## src/rtl/rv_multicycle_ctrl.sv

```systemverilog
// rv_multicycle_ctrl
// Main controller for the multi-cycle RV32I datapath. The datapath has one shared
// memory, an instruction register with oldPC, and an ALU-out register. This Moore FSM
// sequences fetch, decode, execute, memory and writeback. Memory accesses wait on a
// ready handshake and are guarded by a watchdog. Illegal opcodes, illegal branch
// funct3 values and memory timeouts halt the controller in TRAP until reset. Each
// completed instruction increments the retired counter.
//
// Ports
//   clk, rst            clock, asynchronous active-high reset
//   op_i, funct3_i      IR[6:0], IR[14:12]
//   zero_i, neg_i       ALU flags (neg is the less-than result for the branch compare)
//   mem_ready_i         memory completes the current request this cycle
//   mem_req_o/mem_we_o  memory request and its write qualifier
//   adr_src_o           address select: 0=PC, 1=ALU-out register
//   ir_write_o          load IR and oldPC
//   pc_write_o          load PC from the result mux
//   reg_write_o         register-file write enable
//   result_src_o        00=ALU-out reg, 01=mem data, 10=ALU direct, 11=imm
//   alu_src_a_o         00=PC, 01=oldPC, 10=rs1
//   alu_src_b_o         00=rs2, 01=imm, 10=const 4
//   alu_op_o            00=add, 01=sub/compare, 10=funct-decoded
//   imm_src_o           000=I, 001=S, 010=B, 011=U, 100=J
//   trap_o, trap_cause_o  halted flag and latched cause (01 opcode, 10 branch, 11 timeout)
//   retired_o           retired-instruction count, wraps
//
// state     | meaning
// FETCH     | read instruction at PC, PC <= PC+4 when memory is ready
// DECODE    | dispatch on opcode, branch target oldPC+immB into ALU-out
// EX_R      | rs1 op rs2
// EX_I      | rs1 op immI
// EX_ADDR   | effective address rs1+imm (I for load, S for store)
// EX_BR     | compare rs1/rs2, PC <= ALU-out when taken
// EX_JAL    | link value oldPC+4 into ALU-out
// EX_JALR   | link value oldPC+4 into ALU-out
// EX_LUI    | rd <= immU
// EX_AUIPC  | oldPC+immU
// JUMP      | rd <= link, ALU computes target
// JUMP_PC   | PC <= target
// MEM_RD    | load data read
// MEM_WR    | store data write
// WB_ALU    | rd <= ALU-out
// WB_MEM    | rd <= memory data
// TRAP      | halted until reset

module rv_multicycle_ctrl #(
    parameter int MEM_TIMEOUT = 15,
    parameter int CNT_W       = 32,
    parameter int TO_W        = 4
) (
    input  logic             clk,
    input  logic             rst,
    input  logic [6:0]       op_i,
    input  logic [2:0]       funct3_i,
    input  logic             zero_i,
    input  logic             neg_i,
    input  logic             mem_ready_i,
    output logic             mem_req_o,
    output logic             mem_we_o,
    output logic             adr_src_o,
    output logic             ir_write_o,
    output logic             pc_write_o,
    output logic             reg_write_o,
    output logic [1:0]       result_src_o,
    output logic [1:0]       alu_src_a_o,
    output logic [1:0]       alu_src_b_o,
    output logic [1:0]       alu_op_o,
    output logic [2:0]       imm_src_o,
    output logic             trap_o,
    output logic [1:0]       trap_cause_o,
    output logic [CNT_W-1:0] retired_o
);

    localparam logic [6:0] OP_R     = 7'b0110011;
    localparam logic [6:0] OP_I     = 7'b0010011;
    localparam logic [6:0] OP_LOAD  = 7'b0000011;
    localparam logic [6:0] OP_STORE = 7'b0100011;
    localparam logic [6:0] OP_BR    = 7'b1100011;
    localparam logic [6:0] OP_JAL   = 7'b1101111;
    localparam logic [6:0] OP_JALR  = 7'b1100111;
    localparam logic [6:0] OP_LUI   = 7'b0110111;
    localparam logic [6:0] OP_AUIPC = 7'b0010111;

    localparam logic [1:0] CAUSE_OP = 2'b01;
    localparam logic [1:0] CAUSE_BR = 2'b10;
    localparam logic [1:0] CAUSE_TO = 2'b11;

    localparam logic [TO_W:0] TO_LIM = (TO_W+1)'(MEM_TIMEOUT);

    typedef enum logic [4:0] {
        S_FETCH,
        S_DECODE,
        S_EX_R,
        S_EX_I,
        S_EX_ADDR,
        S_EX_BR,
        S_EX_JAL,
        S_EX_JALR,
        S_EX_LUI,
        S_EX_AUIPC,
        S_JUMP,
        S_JUMP_PC,
        S_MEM_RD,
        S_MEM_WR,
        S_WB_ALU,
        S_WB_MEM,
        S_TRAP
    } state_t;

    state_t           state_q, state_d;
    logic [TO_W-1:0]  wait_q, wait_d;
    logic [TO_W:0]    wait_inc;
    logic [1:0]       trap_cause_q, trap_cause_d;
    logic [CNT_W-1:0] retired_q, retired_d;
    logic             retire;
    logic             is_jal;
    logic             br_cond;
    logic             br_taken;
    logic             br_illegal;
    logic             timeout;

    // Branch decode: funct3[2] picks the less-than flag over zero, funct3[0] inverts
    // the sense. funct3[2:1]=01 has no branch encoding.
    assign br_cond    = funct3_i[2] ? neg_i : zero_i;
    assign br_taken   = br_cond ^ funct3_i[0];
    assign br_illegal = (funct3_i[2:1] == 2'b01);

    // The IR is stable for the whole instruction, so JUMP/JUMP_PC can re-read the opcode
    // instead of keeping a separate JAL/JALR flag.
    assign is_jal = (op_i == OP_JAL);

    assign wait_inc = {1'b0, wait_q} + (TO_W+1)'(1);

    always_comb begin
        state_d      = state_q;
        trap_cause_d = trap_cause_q;
        retire       = 1'b0;
        timeout      = 1'b0;
        mem_req_o    = 1'b0;
        mem_we_o     = 1'b0;
        adr_src_o    = 1'b0;
        ir_write_o   = 1'b0;
        pc_write_o   = 1'b0;
        reg_write_o  = 1'b0;
        result_src_o = 2'b00;
        alu_src_a_o  = 2'b00;
        alu_src_b_o  = 2'b00;
        alu_op_o     = 2'b00;
        imm_src_o    = 3'b000;
        trap_o       = 1'b0;

        case (state_q)
            S_FETCH: begin
                mem_req_o    = 1'b1;
                result_src_o = 2'b10;
                alu_src_b_o  = 2'b10;
                ir_write_o   = mem_ready_i;
                pc_write_o   = mem_ready_i;
                if (mem_ready_i) state_d = S_DECODE;
            end
            S_DECODE: begin
                alu_src_a_o = 2'b01;
                alu_src_b_o = 2'b01;
                imm_src_o   = 3'b010;
                case (op_i)
                    OP_R:               state_d = S_EX_R;
                    OP_I:               state_d = S_EX_I;
                    OP_LOAD, OP_STORE:  state_d = S_EX_ADDR;
                    OP_BR:              state_d = S_EX_BR;
                    OP_JAL:             state_d = S_EX_JAL;
                    OP_JALR:            state_d = S_EX_JALR;
                    OP_LUI:             state_d = S_EX_LUI;
                    OP_AUIPC:           state_d = S_EX_AUIPC;
                    default: begin
                        state_d      = S_TRAP;
                        trap_cause_d = CAUSE_OP;
                    end
                endcase
            end
            S_EX_R: begin
                alu_src_a_o = 2'b10;
                alu_op_o    = 2'b10;
                state_d     = S_WB_ALU;
            end
            S_EX_I: begin
                alu_src_a_o = 2'b10;
                alu_src_b_o = 2'b01;
                alu_op_o    = 2'b10;
                state_d     = S_WB_ALU;
            end
            S_EX_ADDR: begin
                alu_src_a_o = 2'b10;
                alu_src_b_o = 2'b01;
                if (op_i == OP_STORE) begin
                    imm_src_o = 3'b001;
                    state_d   = S_MEM_WR;
                end else begin
                    state_d   = S_MEM_RD;
                end
            end
            S_EX_BR: begin
                alu_src_a_o = 2'b10;
                alu_op_o    = 2'b01;
                if (br_illegal) begin
                    state_d      = S_TRAP;
                    trap_cause_d = CAUSE_BR;
                end else begin
                    pc_write_o = br_taken;
                    retire     = 1'b1;
                    state_d    = S_FETCH;
                end
            end
            S_EX_JAL, S_EX_JALR: begin
                alu_src_a_o = 2'b01;
                alu_src_b_o = 2'b10;
                state_d     = S_JUMP;
            end
            S_JUMP, S_JUMP_PC: begin
                alu_src_a_o = is_jal ? 2'b01 : 2'b10;
                alu_src_b_o = 2'b01;
                imm_src_o   = is_jal ? 3'b100 : 3'b000;
                if (state_q == S_JUMP) begin
                    reg_write_o = 1'b1;
                    state_d     = S_JUMP_PC;
                end else begin
                    pc_write_o   = 1'b1;
                    result_src_o = 2'b10;
                    retire       = 1'b1;
                    state_d      = S_FETCH;
                end
            end
            S_EX_LUI: begin
                reg_write_o  = 1'b1;
                result_src_o = 2'b11;
                imm_src_o    = 3'b011;
                retire       = 1'b1;
                state_d      = S_FETCH;
            end
            S_EX_AUIPC: begin
                alu_src_a_o = 2'b01;
                alu_src_b_o = 2'b01;
                imm_src_o   = 3'b011;
                state_d     = S_WB_ALU;
            end
            S_MEM_RD: begin
                mem_req_o = 1'b1;
                adr_src_o = 1'b1;
                if (mem_ready_i) state_d = S_WB_MEM;
            end
            S_MEM_WR: begin
                mem_req_o = 1'b1;
                mem_we_o  = 1'b1;
                adr_src_o = 1'b1;
                if (mem_ready_i) begin
                    retire  = 1'b1;
                    state_d = S_FETCH;
                end
            end
            S_WB_ALU: begin
                reg_write_o = 1'b1;
                retire      = 1'b1;
                state_d     = S_FETCH;
            end
            S_WB_MEM: begin
                reg_write_o  = 1'b1;
                result_src_o = 2'b01;
                retire       = 1'b1;
                state_d      = S_FETCH;
            end
            S_TRAP: begin
                trap_o = 1'b1;
            end
            default: begin
                state_d = S_FETCH;
            end
        endcase

        // Watchdog: a late mem_ready on the limit cycle still completes normally,
        // since the check only fires while mem_ready is low.
        if ((MEM_TIMEOUT != 0) && mem_req_o && !mem_ready_i && (wait_inc == TO_LIM)) begin
            timeout = 1'b1;
        end
        if (timeout) begin
            state_d      = S_TRAP;
            trap_cause_d = CAUSE_TO;
        end

        // Counting only while the state is held means any entry into a request state
        // starts from zero.
        if (mem_req_o && !mem_ready_i && (state_d == state_q)) begin
            wait_d = wait_inc[TO_W-1:0];
        end else begin
            wait_d = '0;
        end

        retired_d = retire ? (retired_q + CNT_W'(1)) : retired_q;
    end

    always_ff @(posedge clk or posedge rst) begin
        if (rst) begin
            state_q      <= S_FETCH;
            wait_q       <= '0;
            trap_cause_q <= 2'b00;
            retired_q    <= '0;
        end else begin
            state_q      <= state_d;
            wait_q       <= wait_d;
            trap_cause_q <= trap_cause_d;
            retired_q    <= retired_d;
        end
    end

    assign trap_cause_o = trap_cause_q;
    assign retired_o    = retired_q;

endmodule
```

## config.mk

```make
export PLATFORM = sky130hd
export DESIGN_NAME = rv_multicycle_ctrl
export DESIGN_NICKNAME = d
export VERILOG_FILES = /design/src/rtl/rv_multicycle_ctrl.sv
export SDC_FILE = /design/constraint.sdc
export NUM_CORES = 1
export LEC_CHECK = 0
export BUFFER_PORTS_ARGS = -buffer_cell sky130_fd_sc_hd__buf_2
export CELL_PAD_IN_SITES_DETAIL_PLACEMENT = 0
export CELL_PAD_IN_SITES_GLOBAL_PLACEMENT = 1
export CORE_UTILIZATION = 42
export DETAILED_ROUTE_END_ITERATION = 6
export PLACE_DENSITY_LB_ADDON = 0.15
export SYNTH_ARGS = -nofsm -noshare
export SYNTH_HDL_FRONTEND = slang
export SYNTH_SLANG_ARGS = --single-unit
```

## constraint.sdc

```tcl
create_clock -name clk -period 3.8 [get_ports clk]
set_input_delay 0 -clock clk [delete_from_list [all_inputs] [get_ports clk]]
set_output_delay 0 -clock clk [all_outputs]
set_load 0.02 [all_outputs]
```

---- Word-level counts from Yosys, hierarchy flattened ----
Cells that the tools add are included.
cells by class
  $add $sub $neg .......................... 2
  equal/unequal tests ..................... 30
  multiplexer cells ....................... 38
  bitwise logic cells ..................... 1
  reductions and logical operators ........ 21
operators with widths
  cell                     number
  $pmux W5 S10             1
  $eq A5 B4 Y1 const B     9
  $pmux W5 S8              1
  $add A32 B1 Y32 const B  1
  $mux W5                  5
  $eq A7 B6 Y1 const B     3
  $eq A7 B7 Y1 const B     3
  $eq A5 B3 Y1 const B     4
  $eq A7 B5 Y1 const B     2
  $mux W1                  14
  $pmux W2 S2              3
  $pmux W3 S4              1
  $reduce_or A2 Y1         6
  $reduce_or A3 Y1         4
  $eq A5 B2 Y1 const B     2
  $mux W2                  5
  $reduce_or A9 Y1         1
  $mux W4                  2
  $pmux W2 S4              1
  $reduce_or A4 Y1         2
  $eq A7 B2 Y1 const B     1
  $ne A3 B3 Y1 const B     2
  $pmux W2 S3              1
  $reduce_or A6 Y1         1
  other kinds (15)         17
storage, ports and cells
  register bits ........................... 43
  input port bits ......................... 15
  output and inout bits ................... 52
  word-level logic and storage cells ...... 96

---- Longest topological paths before layout ----
Gate-level depths: netlist of the first run.
  word-level depth ........................ 10
  gate-level depth with buffers ........... 8
  mapped depth without buffers ............ 7

---- Worst setup path before layout of the first run ----
No wires, ideal clock.
  kind .................................... register to register
  start point ............................. register retired_q[5] (netlist: retired_o[5])
  end point ............................... register retired_q[17] (netlist: retired_o[17])
  library setup time ...................... 0.080 ns
  arrival time ............................ 1.844 ns
  required time ........................... 3.720 ns
  slack ................................... 1.877 ns
  cell stages (with the launch flop) ...... 7
  buffers on the path ..................... 0
  period minus slack after synthesis ...... 1.923 ns
  cells stage by stage .................... dfrtp_1 > and4_1 > and4_1 > nand3_1 > or3_4 > nor2_1 > xor2_1
between the ends
  longest elaborated chain between the ends .. 1
ends and longest elaborated chain
  item                    line  text
  start, declared         114   logic [CNT_W-1:0] retired_q, retired_d;
  start signal, assigned  309   retired_q <= retired_d;
  $add A32 B1 Y32         296   retired_d = retire ? (retired_q + CNT_W'(1)) : retired_q;
No other way between the ends.
A chain may end at the register's enable or synchronous reset.

---- Worst setup path after layout of the first run ----
  start point ............................. register state_q[3]
  end point ............................... register wait_q[3]
between the ends
  longest elaborated chain between the ends .. 10
  elaborated cells on any way between the ends .. 31
  those cells by class .................... eq/ne (14); mux (9); reduce/logical (8)
ends and longest elaborated chain
  item                                              line      text
  start, declared                                   110       state_t state_q, state_d;
  start signal, assigned                            306       state_q <= state_d;
  $eq A5 B4 Y1 or $logic_not A5 Y1 (tied branches)  152       case (state_q)
  $reduce_or A3 Y1 (no source line)                 -
  $mux W1                                           152
  $logic_and A1 B1 Y1                               280, 290
  $logic_and A1 B1 Y1                               280       if ((MEM_TIMEOUT != 0) && mem_req_o && !mem_ready_i && (wait_inc == TO_LIM)) begin
  $mux W1                                           280
  $mux W5                                           283       if (timeout) begin
  $eq A5 B5 Y1                                      290       if (mem_req_o && !mem_ready_i && (state_d == state_q)) begin
  $logic_and A1 B1 Y1 *                             290
  $mux W4 *                                         290
  named net wait_d[3]                               111       logic [TO_W-1:0] wait_q, wait_d;
  end signal, assigned                              307       wait_q <= wait_d;
  end, declared                                     111
The timed path passes the listed nets; every way through them passes the cells marked *.

==> results.md, run 1 <==
- Clk_lat worst skew: 0.29 ns
- Initial antenna violation count: 0
- Post-Synthesis Cells: ~280
- Initial core utilization: 43.41%
- Port buffer count: 66
- Status: complete, no violations
- H-tree levels: 2
- Core box area: 5921 µm²
- Post-synth EDFFs: 0
- DRC Markers: 0
- Area grow syn2layout: 19.18%
- Vias in the first global route: around 2000
- Reg2reg setup slack: approximately 1.4 ns
- Die W: ~80 µm
- Post-Syn Nets: ~300
- Crit path top cell by count: nor3_1
- First-pass GRT wire length: 9494 µm
- Largest family of logic cells by synthesized area: simple AND/OR/NAND/NOR gates
- Clock Tree Root: clkbuf_8
- Setup Crit Path Kind: reg2reg
- Drt pass-1 iters: 6
- Pwr Total: 1.422 mW
- Worst Max-Slew Pin Slew: 0.6973 ns
- Die footprint: around 6400 µm²
- Max cap viols: 0
- Mean Syn Cell Area: between 9 and 10 µm²
- Worst Setup SP: state_q[3]
- Startpoint Class: flop
- Layout cells sized above 1: 23.50%
- Synth warn: 0
- Sequential-to-total area share from yosys stat: a little over two fifths
- Post-synth top flop: dfrtp_1
- Register clock-pin slew on the reported worst setup and hold paths: 0.08 ns
- # clock sinks: 43
- Final WL: 5676 µm
- Asr flop ratio synth: 100.0%
- XOR/XNOR share of the synthesized area: between 10% and 20%
- All-layer global routing usage: 19.01%
- Max IR drop VDD: slightly below 0.3 mV
- Setup TNS: 0 ns
- Max Root-Sink Buffers: 2
- # diodes: 0
- RR Endpoint: wait_q[3]
- Unrepaired setup endpoints after global routing: no
- Post-DR wirelength/cell: around 13 µm
- Mapped cell area: about 2600 µm²
- DR vias: between 2000 and 2500
- Gr ovfl total: 0
- GPL Wtd Cong: 0.7596
- Top-count cell post-synth: dfrtp_1
- Crit share post-route: between 60% and 70%
- Worst Setup EP: wait_q[3]
- CTS tree: yes
- Post-synth top area share: between 40% and 50%
- Die height: roughly 80 µm
- CP max stage cell: dfrtp_1
- Boundary pin count: 67
- Reg2reg path depth: 6
- Max-slew violations: 0
- Num rows: 28
- Crit path capture type: flop
- Fillers: 580
- Antenna-violating nets left: 0
- Post-synthesis register bit count: 43
- Endpoints failing hold: 0
- Crit-path max cell delay: ~0.64 ns
- FMAX: 421.0 MHz
- Post-DP HPWL: 4205 µm
- Adder-cell share of the synthesized area: under 10%
- Worst Skew: 0.006057 ns
- Vias per inst: around 5.2
- Pwr dens: ~460 nW/µm²
- Largest net degree at the start of global routing: 44
- Area contributors post-synth: dfrtp_1 42%, xnor2_1 7.5%, xor2_1 4.8%
- Worst EP arrival: approximately 2.5 ns
- Largest area contributor in the netlist: dfrtp_1
- Compound-gate portion of the synthesized area: 12.03%
- Leakage: between 1 and 1.5 nW
- Slew headroom: between 50% and 60%
- Worst path cell trace: nor3_1 > a21oi_1 > a211oi_1 > nor4_1 > o211ai_1 > nor3_1
- Cts bufs inserted: 5
- Finish-stage setup viols: 0
- Post-Synth Simple-Gate Area: 28.48%
- CP max FO: 24
- Hold Crit Class: in2reg
- Synth top cells by count: 43 x dfrtp_1, 29 x nand2_1, 28 x nor2_1
- Multiplexer share of the synthesized area: less than 1%
- Final #Nets: between 300 and 400
- Tmin final: approximately 2.4 ns
- Initial DRC Count: 68
- Critical path required time: between 3 and 4 ns
- Post-synth cell types: 52
- Reg2reg start: state_q[3]
-- routing by layer --
metal,wire (µm),up-vias,part of all wire (%),track usage (%)
met5,0,-,0,0
met4,61,0,1.1,4.821
met3,209,5,3.7,3.182
met2,2661,64,47,30.94
met1,2743,1022,48,26.12
li1,-,1125,-,-
-- flip-flops by register name, summed over array words and instances, names as in the netlist --
register      flops
retired_o        32
state_q           5
wait_q            4
trap_cause_o      2
-- cell type report --
class	count	area (µm²)	area share (%)
clock buffers	8	100.1	3.268
inverters	11	41.29	1.348
multi-input cells	219	1404	45.83
flip-flops and latches	43	1076	35.13
well taps	75	93.84	3.064
repair buffers	68	347.8	11.36
-- worst min-delay path by stage --
stage,end,startpoint,cells after the start,slack [ns]
finish,state_q[3],op_i[2],3,0.07
global route,state_q[3],op_i[2],3,0.09
CTS,state_q[3],op_i[2],3,0.06
detailed placement,retired_o[21],rst,3,0.17
global placement,retired_o[22],rst,3,0.16
floorplan,imm_src_o[2],op_i[3],2,0.15
-- per-stage QoR --
step                instance area [µm²]  setup WS, ns  instances  hold WS (ns)  utilization, %
CTS                                3063         1.379        424       0.06308           51.73
finish                             3063         1.424        424       0.06937           51.73
floorplan                          2570         1.877        284        0.1471               -
global placement                   2953         1.473        415        0.1639           49.87
global route                       3063         1.158        424       0.08957           51.73
detailed placement                 2953         1.401        415        0.1711           49.87
-- logic make-up after synthesis --
| logic type | after synthesis |
|---|---|
| AOI/OAI and AO/OA | 43 |
| adders and majority gates | 3 |
| DFF | 43 |
| and+or+nand+nor | 136 |
| buffers and inverters | 22 |
| xor gates and xnor gates | 36 |
| muxes | 1 |
-- worst max-delay path: cells and delay by family (launching register included) --
| kind | cells | cell delay (ns) |
|---|---|---|
| simple gates | 3 | 0.52 |
| compound gates | 3 | 1.08 |
| flops | 1 | 0.64 |
-- power by group --
group / switching (mW) / leakage (nW) / total (mW) / internal (mW)
combinational: 0.317 / 0.816 / 0.517 / 0.200
clock: 0.141 / 0.0515 / 0.306 / 0.166
sequential: 0.103 / 0.535 / 0.599 / 0.496
total: 0.561 / 1.40 / 1.42 / 0.861
-- layout by cell type (no fill, tap or decap), types with 2 or more instances in the layout --
cell	Yosys	layout
o22ai_1	2	2
nand2b_1	3	3
o21ai_0	7	7
nor3_1	15	15
dfrtp_1	43	43
a211oi_1	2	2
nand2_1	29	29
or3_4	2	2
o21a_1	3	3
nor2b_1	7	7
buf_2	6	66
clkbuf_8	0	7
a221o_1	3	3
and2_1	7	7
a21oi_1	10	10
nand4_1	7	7
nand3b_1	3	3
nand3_1	16	16
inv_1	11	11
xnor2_1	22	22
ha_1	3	3
xor2_1	14	14
and4_1	4	4
and3_1	6	6
nor2_1	28	28
-- what timing repair did --
| action | CTS | global route |
|---|---|---|
| resized for setup | 0 | 0 |
| endpoints found under the hold margin | 43 | 0 |
| setup buffers | 0 | 0 |
| hold buffers | 1 | 0 |
| setup endpoints to repair | 0 | 0 |
No activity file was read; power rests on OpenSTA's default activity.
==> run 2: changes to the inputs <==
--- a/config.mk
+++ b/config.mk
@@ -8,7 +8,7 @@
 export BUFFER_PORTS_ARGS = -buffer_cell sky130_fd_sc_hd__buf_2
 export CELL_PAD_IN_SITES_DETAIL_PLACEMENT = 0
 export CELL_PAD_IN_SITES_GLOBAL_PLACEMENT = 1
-export CORE_UTILIZATION = 42
+export CORE_UTILIZATION = 36
 export DETAILED_ROUTE_END_ITERATION = 6
 export PLACE_DENSITY_LB_ADDON = 0.15
 export SYNTH_ARGS = -nofsm -noshare
==> constraint.sdc (replaced) <==
create_clock -name clk -period 2 [get_ports clk]
set_input_delay 0 -clock clk [delete_from_list [all_inputs] [get_ports clk]]
set_output_delay 0 -clock clk [all_outputs]
set_load 0.02 [all_outputs]
==> results.md, run 2 (synthesis results as in run 1) <==
- Status: finished with violations
- Final WL: ~6500 µm
- Slew headroom: between 50% and 60%
- Largest register FFs: 32
- Setup Crit Path Kind: reg2reg
- Gr ovfl total: 0
- Post-DR wirelength/cell: 13.11 µm
- Initial core utilization: 37.62%
- Die height: around 86 µm
- Crit share post-route: 101.2%
- Layout Utilization: roughly half
- CP max FO: 6
- Max IR drop VDD: 0.3531 mV
- Final instance area: between 3000 and 4000 µm²
- Final cell count without fillers: roughly 500
- Layout cells sized above 1: a little over a third
- Die W: between 80 and 90 µm
- Max Root-Sink Buffers: 2
- Register clock-pin slew on the reported worst setup and hold paths: 0.07 ns
- Vias in the first global route: 2306
- Core box area: 6832 µm²
- Most frequent cells in the layout: 66 x buf_2, 54 x buf_4, 42 x dfrtp_1
- Worst Max-Slew Pin Slew: slightly above 0.7 ns
- First-pass GRT wire length: 10870 µm
- Endpoints failing hold: 0
- Worst Skew: 0.009720 ns
- Clock Tree Root: clkbuf_8
- Final #Nets: 420
- FMAX: approximately 490 MHz
- Most common cell after layout, fill and taps aside: buf_2
- # diodes: 0
- Vias per inst: about 4.9
- Failing checks: setup timing
- Worst EP arrival: 2.23 ns
- Unrepaired setup endpoints after global routing: yes
- Max cap viols: 0
- Num rows: 30
- Antenna-violating nets left: 0
- All-layer global routing usage: between 10% and 20%
- Initial antenna violation count: 0
- # clock sinks: 43
- PnR worst setup slack: -0.02461 ns
- Finish-stage setup viols: 4
- Cts bufs inserted: 5
- Max-slew violations: 0
- Placed Cells incl. Taps: between 400 and 500
- Post-DP HPWL: around 5100 µm
- Leakage: roughly 1.7 nW
- Area grow syn2layout: 36.85%
- Boundary pin count: 67
- CTS tree: yes
- Initial DRC Count: 64
- Hold Crit Class: in2reg
- DR vias: around 2500
- Startpoint Class: flop
- Port buffer count: 66
- GPL Wtd Cong: between 0.8 and 0.9
- Tmin final: 2.025 ns
- Setup WS pre-CTS: -0.01189 ns
- Placed standard-cell area: 3359 µm²
- Drt pass-1 iters: 4
- Die footprint: about 7500 µm²
- Pwr dens: between 800 and 900 nW/µm²
- Clk_lat worst skew: between 0.2 and 0.3 ns
- Fillers: a little over 700
- Critical path required time: approximately 2.2 ns
- Crit path capture type: flop
- H-tree levels: 2
- DRC Markers: 0
- Largest net degree at the start of global routing: 22
[run 2: per-layer routing]
metal | global-route usage [%] | vias to the layer above | wire (µm)
met1 | 26.25 | 1159 | 3178
li1 | - | 1225 | -
met4 | 3.636 | 0 | 35
met3 | 3.524 | 5 | 319
met2 | 29.15 | 61 | 3010
met5 | 0 | - | 0
[run 2: path summary, 6_finish.rpt]
path	slack [ns]	cells after the start	endpoint	startpoint
worst max-delay path	-0.02	8	retired_o[6]	state_q[1]
worst min-delay path	0.06	3	state_q[3]	op_i[2]
worst max register to register	-0.02	8	retired_o[6]	state_q[1]
worst min register to register	0.47	1	retired_o[31]	retired_o[31]
max in group asynchronous	1.14	4	retired_o[23]	rst
min in group asynchronous	0.27	3	retired_o[16]	rst
[run 2: stage by stage]
step / hold slack [ns] / setup TNS (ns) / total power [mW]
floorplan: 0.1471 / 0 / 1.839
global placement: 0.05603 / 0 / 2.455
detailed placement: 0.06175 / -0.01189 / 2.455
CTS: 0.04825 / -0.004991 / 2.994
global route: 0.06886 / -0.7942 / 3.215
finish: 0.05778 / -0.04770 / 3.004
[run 2: cell type report]
type	instances	area [µm²]	area share, %
Clock inverter	1	5.005	0.1423
Sequential cell	43	1077	30.63
Tap cell	96	120.1	3.415
Timing Repair Buffer	122	765.7	21.77
Multi-Input combinational cell	219	1431	40.70
Clock buffer	7	76.32	2.170
Inverter	11	41.29	1.174
[run 2: timing repair]
item                                    in CTS  in global routing
pin swaps                                    0                  5
cloned                                       0                  0
endpoints found under the setup margin       1                 24
buffers inserted                             0                  5
hold endpoints to repair                    19                  0
hold buffers                                 1                  0
gates resized for setup                      1                 11
[run 2: where the power goes]
group | leakage (nW) | total [mW] | switching [mW] | internal [mW]
registers | 0.534 | 1.05 | 0.102 | 0.944
clock network | 0.0422 | 0.527 | 0.281 | 0.245
logic | 1.09 | 1.43 | 0.776 | 0.655
total | 1.67 | 3.00 | 1.16 | 1.84
[run 2: worst max-delay path, cell delays in order (launching register included)]
cell     delay [ns]
dfrtp_1        0.43
or3_4          0.40
o21a_1         0.14
o221a_4        0.30
buf_4          0.14
nor2_1         0.08
buf_4          0.15
and3_4         0.18
xor2_1         0.14
